[config.mk]
export PLATFORM = sky130hd
export DESIGN_NAME = inst_sequencer
export DESIGN_NICKNAME = d
export VERILOG_FILES = /design/src/rtl/inst_sequencer.sv
export SDC_FILE = /design/constraint.sdc
export NUM_CORES = 1
export LEC_CHECK = 0
export BUFFER_PORTS_ARGS = -buffer_cell sky130_fd_sc_hd__buf_2
export CAP_MARGIN = 20
export CELL_PAD_IN_SITES_DETAIL_PLACEMENT = 0
export CELL_PAD_IN_SITES_GLOBAL_PLACEMENT = 1
export CORE_MARGIN = 2
export CORE_UTILIZATION = 38
export CTS_BUF_LIST = sky130_fd_sc_hd__clkbuf_8
export CTS_CLUSTER_DIAMETER = 200
export CTS_CLUSTER_SIZE = 10
export DETAILED_ROUTE_END_ITERATION = 6
export PLACE_DENSITY = 0.93
export SYNTH_ARGS = -nofsm -noshare
export SYNTH_HDL_FRONTEND = slang
export SYNTH_SLANG_ARGS = --single-unit
[constraint.sdc]
create_clock -name clk -period 2.2 [get_ports clk]
set_input_delay 0.33 -clock clk [delete_from_list [all_inputs] [get_ports clk]]
set_output_delay 0.33 -clock clk [all_outputs]
set_load 0.01 [all_outputs]
[src/rtl/inst_sequencer.sv]
// -----------------------------------------------------------------------------
// inst_sequencer
//
// Multi-cycle instruction sequencer for a simple in-order core. It fetches one
// instruction at a time from an instruction memory, presents it to the decoder,
// and then either retires it through a write-back cycle or halts. Halting is
// either normal (ebreak) or a trap: illegal instruction, fetch timeout, or a
// misaligned PC. Once halted, the block does nothing until the next reset.
//
// Per-instruction flow: FETCH_REQ -> FETCH_WAIT -> EXEC -> WB -> FETCH_REQ.
//
// Handshake: a request transfers on a rising edge where imem_req_valid and
// imem_req_ready are both 1. Once imem_req_valid is raised it stays raised,
// with imem_req_addr unchanged, until that transfer happens. The response side
// has no ready signal: imem_resp_valid is a one-cycle strobe, and it is only
// acted on in FETCH_WAIT. In every other state it is ignored.
//
// Parameters
//   RESET_PC       PC loaded on reset.
//   FETCH_TIMEOUT  Number of FETCH_WAIT cycles without a response after which
//                  the block traps. Legal range is 1..255.
//
// Ports
//   clk              single clock; all state updates happen on its rising edge
//   rst              asynchronous reset, active low
//   imem_req_valid   out: fetch request pending
//   imem_req_ready   in : memory accepts the request this cycle
//   imem_req_addr    out: fetch address (always equal to pc)
//   imem_resp_valid  in : imem_resp_data holds the fetched word
//   imem_resp_data   in : fetched instruction word
//   inst             out: latched instruction, driven to the decoder
//   is_ebreak        in : decoder flag, inst is an ebreak
//   inst_not_ipl     in : decoder flag, inst is unimplemented
//   next_pc          in : successor PC computed by the datapath
//   pc               out: architectural PC
//   rf_wen           out: register-file write enable (WB only)
//   retire           out: one-cycle pulse for each retired instruction
//   instret          out: retired-instruction count; wraps modulo 2^64
//   halted           out: sticky, set when HALT is entered
//   trap             out: the halt was abnormal
//   trap_cause       out: 0 none, 1 illegal, 2 fetch timeout, 3 misaligned PC
//   state_dbg        out: current FSM state, for debug and checkers
// -----------------------------------------------------------------------------
module inst_sequencer #(
    parameter logic [63:0] RESET_PC      = 64'h8000_0000,
    parameter logic [7:0]  FETCH_TIMEOUT = 8'd255
) (
    input  logic        clk,
    input  logic        rst,
    output logic        imem_req_valid,
    input  logic        imem_req_ready,
    output logic [63:0] imem_req_addr,
    input  logic        imem_resp_valid,
    input  logic [31:0] imem_resp_data,
    output logic [31:0] inst,
    input  logic        is_ebreak,
    input  logic        inst_not_ipl,
    input  logic [63:0] next_pc,
    output logic [63:0] pc,
    output logic        rf_wen,
    output logic        retire,
    output logic [63:0] instret,
    output logic        halted,
    output logic        trap,
    output logic [1:0]  trap_cause,
    output logic [2:0]  state_dbg
);

    typedef enum logic [2:0] {
        FETCH_REQ  = 3'd0,
        FETCH_WAIT = 3'd1,
        EXEC       = 3'd2,
        WB         = 3'd3,
        HALT       = 3'd4
    } state_t;

    localparam logic [31:0] NOP_INST    = 32'h0000_0013;
    localparam logic [1:0]  CAUSE_NONE  = 2'd0;
    localparam logic [1:0]  CAUSE_ILL   = 2'd1;
    localparam logic [1:0]  CAUSE_TMO   = 2'd2;
    localparam logic [1:0]  CAUSE_ALIGN = 2'd3;

    state_t      state;
    state_t      state_next;
    logic [7:0]  wait_cnt;

    // Control strobes produced by the next-state logic.
    logic        latch_inst;
    logic        load_pc;
    logic        enter_halt;
    logic        halt_trap;
    logic [1:0]  halt_cause;

    assign imem_req_addr = pc;
    assign state_dbg     = state;

    // -------------------------------------------------------------------------
    // State register
    // -------------------------------------------------------------------------
    always_ff @(posedge clk or negedge rst) begin
        if (!rst) begin
            state <= FETCH_REQ;
        end else begin
            state <= state_next;
        end
    end

    // -------------------------------------------------------------------------
    // Next-state and output logic
    // -------------------------------------------------------------------------
    always_comb begin
        state_next     = state;
        imem_req_valid = 1'b0;
        rf_wen         = 1'b0;
        retire         = 1'b0;
        latch_inst     = 1'b0;
        load_pc        = 1'b0;
        enter_halt     = 1'b0;
        halt_trap      = 1'b0;
        halt_cause     = CAUSE_NONE;

        unique case (state)
            FETCH_REQ: begin
                if (pc[1:0] != 2'b00) begin
                    // A misaligned PC is never put on the bus.
                    state_next = HALT;
                    enter_halt = 1'b1;
                    halt_trap  = 1'b1;
                    halt_cause = CAUSE_ALIGN;
                end else begin
                    // Gated by rst so no request shows while reset is held.
                    imem_req_valid = rst;
                    if (imem_req_ready) begin
                        state_next = FETCH_WAIT;
                    end
                end
            end

            FETCH_WAIT: begin
                // A response that arrives in the timeout cycle takes priority.
                if (imem_resp_valid) begin
                    latch_inst = 1'b1;
                    state_next = EXEC;
                end else if (wait_cnt == FETCH_TIMEOUT - 8'd1) begin
                    state_next = HALT;
                    enter_halt = 1'b1;
                    halt_trap  = 1'b1;
                    halt_cause = CAUSE_TMO;
                end
            end

            EXEC: begin
                // An illegal instruction beats ebreak, and it does not retire.
                if (inst_not_ipl) begin
                    state_next = HALT;
                    enter_halt = 1'b1;
                    halt_trap  = 1'b1;
                    halt_cause = CAUSE_ILL;
                end else if (is_ebreak) begin
                    retire     = 1'b1;
                    state_next = HALT;
                    enter_halt = 1'b1;
                end else begin
                    state_next = WB;
                end
            end

            WB: begin
                rf_wen     = 1'b1;
                retire     = 1'b1;
                load_pc    = 1'b1;
                state_next = FETCH_REQ;
            end

            HALT: begin
                state_next = HALT;
            end

            default: begin
                state_next = HALT;
            end
        endcase
    end

    // -------------------------------------------------------------------------
    // Datapath registers
    // -------------------------------------------------------------------------
    always_ff @(posedge clk or negedge rst) begin
        if (!rst) begin
            pc         <= RESET_PC;
            inst       <= NOP_INST;
            instret    <= 64'd0;
            halted     <= 1'b0;
            trap       <= 1'b0;
            trap_cause <= CAUSE_NONE;
            wait_cnt   <= 8'd0;
        end else begin
            if (latch_inst) begin
                inst <= imem_resp_data;
            end
            if (load_pc) begin
                pc <= next_pc;
            end
            if (retire) begin
                instret <= instret + 64'd1;
            end
            if (enter_halt) begin
                halted     <= 1'b1;
                trap       <= halt_trap;
                trap_cause <= halt_cause;
            end
            // Outside FETCH_WAIT the counter is held at zero, so it always
            // starts a wait from zero. Inside FETCH_WAIT it counts the cycles
            // that pass without a response.
            if (state == FETCH_WAIT && !imem_resp_valid) begin
                wait_cnt <= wait_cnt + 8'd1;
            end else begin
                wait_cnt <= 8'd0;
            end
        end
    end

endmodule

# Word level (Yosys, flattened, before mapping)
# Index checks and enable logic that the tools add are counted.
# classes
n_eq_ne	6
mux	28
reduce_logical	5
add_sub_neg	2
# ops
cell	n
64-bit by 1-bit adder with 64-bit output (second input constant)	1
3-bit two-way mux	6
1-bit two-way mux	13
3-bit one-hot mux with 4 select lines	1
8-bit by 1-bit adder with 8-bit output (second input constant)	1
8-bit == test (second input constant)	1
8-bit two-way mux	1
3-bit by 2-bit == test with 1-bit output (second input constant)	2
2-bit two-way mux	3
3-bit inequality test (second input constant)	2
1-bit one-hot mux with 3 select lines	2
2-bit one-hot mux with 3 select lines	1
3-bit by 1-bit == test with 1-bit output (second input constant)	1
3-bit logical NOT	1
1-bit one-hot mux with 2 select lines	1
2-bit AND reduction	1
2-bit nonzero test	1
1-bit logical AND	1
1-bit logical NOT	1
# totals
ff_bits	175
out_inout_bits	234
wordCells	49
in_bits	102

# Logic depth before layout (Yosys ltp)
# Gate-level depths: netlist of the first run.
# logic_depth
word_depth	4
mapped_depth	8
ltp_nobuf	7

# Worst setup path after synthesis of the first run
# Ideal clock, no wire load.
# synth_path
kind	flip-flop to flip-flop
startpoint	reg state[1] (netlist: state_dbg[1])
endpoint	reg pc[13] (netlist: imem_req_addr[13])
arrival_ns	1.715
setup_ns	0.125
period_less_slack_ns	1.840
path_slack_ns	0.360
n_path_buf	2
stages_incl_launch_ff	6
t_required_ns	2.075
cell_sequence	dfrtp_1 -> nor2b_1 -> nand2_1 -> clkbuf_1 -> clkbuf_1 -> mux2_2
# synth_between
elab_chain_len	2
# synth_rtl
item	line_no	text
start: declaration	83	state_t state;
start signal: assignment	104	state <= state_next;
3-bit by 2-bit == test with 1-bit output	122	unique case (state)
1-bit two-way mux	122	
end signal: assignment	202	pc <= next_pc;
end: declaration	59	output logic [63:0] pc,
# Every way passes these cells.
# A chain may end at the register's enable or synchronous reset.

# Final worst setup path of the first run
# layout_path
startpoint	reg state[1] (netlist: state_dbg[1])
endpoint	out retire
# layout_between
elab_chain_len	2
word_cells_on_any_way	3
classes_between	eq/ne (2); mux (1)
# layout_rtl
item	line_no	text
3-bit by 2-bit == test with 1-bit output	122	
1-bit one-hot mux with 2 select lines *	122	
end: declaration	61	output logic retire,
# Every way passes the cells marked *; elsewhere a longest branch is shown, timed or not.

==> results of run 1 <==
==> registers in the layout, indices dropped and copies added (netlist names) <==
signal and flops:
instret 64, halted 1, inst 32, trap 1, state_dbg 3, imem_req_addr 64
wait_cnt 8, trap_cause 2
==> metrics by stage <==
step	power (µW)	std cells
after floorplan	3580	622
after global placement	3800	1165
after detailed placement	3820	1165
after CTS	6230	1198
after global routing	6400	1198
final	6130	1198
==> layer usage <==
layer / track usage, % / vias to the layer above / share of wire [%]
met3: 5.78 / 31 / 7.6
met4: 6.46 / 4 / 2.5
met2: 31.5 / 231 / 50
li1: - / 2655 / -
met1: 22.3 / 2789 / 40
met5: 0 / - / 0.13
==> synth_stat cells, types with 3 or more instances <==
master and instances:
ha_1 3, dfstp_2 4, inv_1 16, nor2_1 31, nand4_1 18, and3_1 13
nand2_1 30, nand3_1 24, xnor2_1 26, buf_2 3, and4_1 7, nor4_1 9
mux2_2 97, dfrtp_1 171, nor2b_1 3, nor3_1 21, xor2_1 43, clkbuf_1 14
or3_1 3, buf_4 64
==> what timing repair did <==
action / in CTS / in global routing
hold buffers: 1 / 0
hold endpoints to repair: 98 / 0
endpoints found under the setup margin: 0 / 9
resized for setup: 0 / 4
==> power groups by stage <==
stage                     registers (µW)  clock network, µW  logic [µW]
after CTS                           3320               2470         431
after global placement              3380                  0         422
after detailed placement            3390                  0         429
final                               3320               2390         422
after floorplan                     3410                  0         173
after global routing                3330               2610         459
==> cell type report <==
| class | instances | area (µm²) |
|---|---|---|
| clock buffer | 19 | 262 |
| clock inverter | 13 | 165 |
| fill | 1842 | 10200 |
| inverter | 16 | 60.1 |
| multi-input combinational | 350 | 2760 |
| sequential | 175 | 4380 |
| tap | 270 | 338 |
| timing repair buffer | 355 | 1910 |
==> cells by family (layout without fill, tap and decap cells) <==
| family | after synthesis | count (layout) | synth area share, % |
|---|---|---|---|
| XOR/XNOR | 69 | 69 | 7.82 |
| buffers and inverters | 97 | 403 | 7.86 |
| flip-flops | 175 | 175 | 56.7 |
| AND/OR/NAND/NOR | 174 | 174 | 12.3 |
| AO/OA/AOI/OAI | 7 | 7 | 0.663 |
| adder cells (fa/ha/maj) | 3 | 3 | 0.485 |
| multiplexers | 97 | 97 | 14.1 |
==> how the worst min path moves through the flow <==
stage | start | endpoint | cells after the start
2_1_floorplan | rst | halted | 0
3_3_place_gp | instret[63] | instret[63] | 1
3_5_place_dp | halted | halted | 1
4_1_cts | next_pc[6] | imem_req_addr[6] | 2
5_1_grt | next_pc[62] | imem_req_addr[62] | 2
6_report | next_pc[6] | imem_req_addr[6] | 2
==> results.tsv, run 1 <==
metric	value	unit
reg2reg_to	instret[62]	
vias	5710	
path_max_fanout	10	
grt-ovfl-total	0	
endpoint	retire	
viasPerCell	4.77	
synthesis.nets	727	
seq_area_frac_synth	56.7	%
p_leak	0.00529	µW
die-area	21500	µm²
cpLargestDelayFamily	flip-flops	
rr_worst_depth	5	
ys_top_cells_by_area	dfrtp_1, mux2_2, buf_4	
cp-end-kind	output port	
h-tree-depth	4	
cts-root-buf	clkbuf_8	
pre_cts_ws	0.0778	ns
clkLatencyLatePin	0.45	ns
hold_class	in -> reg	
period_share	94.2	%
synthesis.area	7730	µm²
start_util	38.5	%
final_cell_mix	buf_2, dfrtp_1, mux2_2	
grt_usage	18.5	%
synth_top_area_share	55.3	%
portBuffers	335	
post-cts-setup-buffers	0	
fp.dieH	147	µm
syn_to_final_growth	27.8	%
ant_nets	0	
routed_wl	20200	µm
rrSetupSlack	0.15	ns
place_congestion	0.842	
path_clk_slew	0.10	ns
grt_start_max_net_pins	94	
cp.required	1.87	ns
ys.flop_type	dfrtp_1	
relSlewSlack	55.7	%
drt-pass1-iter-count	4	
core	20100	µm²
grt_pass1_vias	5716	
cts_buffers	17	
min_period	2.07	ns
ys_async_sr_fraction	100	%
drc	0	
cts_buffer_depth	2	
design_area	9880	µm²
startpoint	state_dbg[1]	
synth_edf_count	0	
synth_area_leader_cell	dfrtp_1	
clock_power_share	38.9	%
drv_cap	0	
p_per_area	620	nW/µm²
outcome	complete, no violations	
ir_drop	0.357	mV
synth_seq_cells	175	
critPathSlowestCell	dfrtp_1	
crit_chain	nor2b_1 -> o21a_2 -> buf_2	
drive_gt1_share	53.8	%
synthCells	622	
grt_setup_unrepaired	yes	
syn_area_per_cell	12.4	µm²
worst_slew_pin_slew	0.664	ns
fmax	483	MHz
hold_violations	0	
p_comb_share	6.9	%
switching_share	23.9	%
worstSetupPathType	reg -> out	
layout_setup_ws	0.128	ns
cp.depth	3	
start_kind	flop	
maxSlewViolCount	0	
finalSetupTns	0	ns
final_common_cell	buf_2	
wl_per_cell	16.8	µm
antenna_found_initial	2	
grt_pass1_wl	31200	µm
r2r-start	state_dbg[1]	
pin_count	336	
die_w	147	µm
place_area	9430	µm²
post_synth_num_cell_types	39	
cts_tree	built	
switching_power	1470	µW
nets	1020	
crit_buf_inv	1	
setup_viol	0	
whs	0.106	ns
cp_slowest_stage_delay	0.45	ns
p_int	4660	µW
dr.first_iter.drc_count	169	
p_seq_share	54.2	%
insertedDiodeCount	0	
finClkSkew	0.0187	ns
final_util	49.2	%
clock-sinks	175	
yosysWarnings	0	
rows	52	
worstPathArrival	1.74	ns
hpwl	15500	µm
Note: power is estimated with default switching activity, not from simulation.
==> run 2: changes to the inputs <==
- CORE_UTILIZATION: 38 -> 34
- PLACE_DENSITY: 0.93 -> 0.86
==> run 2 against run 1 <==
Effect of this change:
- via count is 0.63% higher
- critical path type unchanged
- critical endpoint unchanged
- count of clock-buffer cells in the layout fell by 1
- largest power group unchanged
- utilization shrank 5.0 points
- maximum frequency grew 1.9%
- highest routed layer unchanged
==> results.tsv, run 2 (synthesized netlist as in run 1, its figures left out) <==
metric	value	unit	change
hold_class	in -> reg		
drv_cap	0		unchanged
path_clk_slew	0.11	ns	about the same
fillCellCount	2114		+15%
worst_slew_pin_slew	0.526	ns	-0.138 ns
fp.dieH	155	µm	+5.6%
ant_nets	0		unchanged
hpwl	15900	µm	+2.6%
drc	0		unchanged
cts_buffer_depth	2		unchanged
start_util	34.4	%	-4.1 points
outcome	complete, no violations		
p_leak	0.00530	µW	+0.20%
layout_setup_ws	0.168	ns	+0.0396 ns
grt_usage	16.8	%	-1.7 points
dr.first_iter.drc_count	204		+21%
die-area	24000	µm²	+11%
vias	5746		+0.63%
cp-end-kind	output port		
final_common_cell	buf_2		
routed_wl	20700	µm	+2.7%
fmax	492	MHz	+1.9%
final_cell_mix	buf_2, dfrtp_1, mux2_2		
worstSetupPathType	reg -> out		
period_share	92.4	%	-1.8 points
grt_start_max_net_pins	61		-35%
maxSlewViolCount	0		unchanged
setup_viol	0		unchanged
p_per_area	612	nW/µm²	-1.3%
portBuffers	335		unchanged
pre_cts_ws	0.124	ns	+0.0458 ns
grt_pass1_vias	5555		-2.8%
power	6080	µW	-0.82%
clock-sinks	175		unchanged
ir_drop	0.267	mV	-25%
path_max_fanout	9		-1
start_kind	flop		
r2r-start	instret[12]		
clkLatencyLatePin	0.46	ns	about the same
insertedDiodeCount	0		unchanged
relSlewSlack	64.6	%	+8.8 points
drt-pass1-iter-count	4		unchanged
cts-root-buf	clkbuf_8		
drive_gt1_share	54.3	%	+0.51 points
cts_tree	built		
wl_per_cell	17.0	µm	+0.93%
die_w	155	µm	+5.6%
core	22500	µm²	+12%
cp.required	1.87	ns	about the same
min_from	next_pc[5]		
syn_to_final_growth	28.5	%	
h-tree-depth	4		unchanged
viasPerCell	4.71		-1.1%
hold_violations	0		unchanged
cts_buffers	17		unchanged
grt_pass1_wl	31300	µm	+0.33%
grt_setup_unrepaired	no		
pin_count	336		unchanged
rows	55		+5.8%
startpoint	state_dbg[2]		
finClkSkew	0.0189	ns	+0.000209 ns
finalSetupTns	0	ns	unchanged
antenna_found_initial	2		unchanged
min_period	2.03	ns	-0.0396 ns
place_congestion	0.811		-3.6%
worstPathArrival	1.70	ns	-0.04 ns
nets	1026		+0.59%
grt-ovfl-total	0		unchanged
## run 2: what timing repair did
item	in CTS	in global routing
pin swaps	0	1
hold endpoints to repair	56	0
resized for setup	1	6
setup endpoints to repair	1	12
hold buffers	1	0
buffers inserted	0	1
gates cloned	0	0
## run 2: final cells by class
type                       count  area (µm²)  share of cell area (%)
sequential                   175        4390                    44.1
inverter                      16        60.1                   0.605
multi-input combinational    350        2770                    27.9
clock buffer                  18         248                    2.49
tap                          285         357                    3.59
clock inverter                14         156                    1.57
timing repair buffer         361        1960                    19.7
## run 2: worst paths after layout
| kind | to | slack, ns | cells past startpoint |
|---|---|---|---|
| max | retire | 0.17 | 4 |
| min | imem_req_addr[5] | 0.1 | 2 |
| max reg2reg | instret[53] | 0.20 | 6 |
| min reg2reg | instret[63] | 0.48 | 1 |
| max in group asynchronous | inst[0] | 0.98 | 4 |
| min in group asynchronous | instret[61] | 0.47 | 3 |
## run 2: through the flow
| stage | hold slack, ns | area (µm²) | instances | utilization, % |
|---|---|---|---|---|
| 6_report | 0.0971 | 9930 | 1219 | 44.1 |
| 5_1_grt | 0.0552 | 9930 | 1219 | 44.1 |
| 4_1_cts | 0.0533 | 9900 | 1218 | 44.0 |
| 3_5_place_dp | 0.411 | 9480 | 1185 | 42.1 |
| 3_3_place_gp | 0.406 | 9480 | 1185 | 42.1 |
| 2_1_floorplan | 0.0344 | 7730 | 622 | - |
## run 2: critical path, stage by stage, from the launching register on
cell and delay, ns:
dfrtp_1 0.47, nor2b_4 0.19, o21a_2 0.24, buf_4 0.20, buf_2 0.15
## run 2: where the power goes
part / total (µW) / switching, µW / internal (µW) / leakage, µW
registers: 3320 / 44.6 / 3280 / 0.00222
clock network: 2320 / 1260 / 1060 / 0.000197
logic: 436 / 236 / 201 / 0.00289
total: 6080 / 1540 / 4540 / 0.00530
## run 2: per-layer routing
layer	vias up	share of wire (%)	GRT usage [%]
met4	2	1.0	3.66
met1	2859	42	21.5
met2	202	50	28.6
li1	2666	-	-
met5	-	0.063	0
met3	17	6.4	4.79
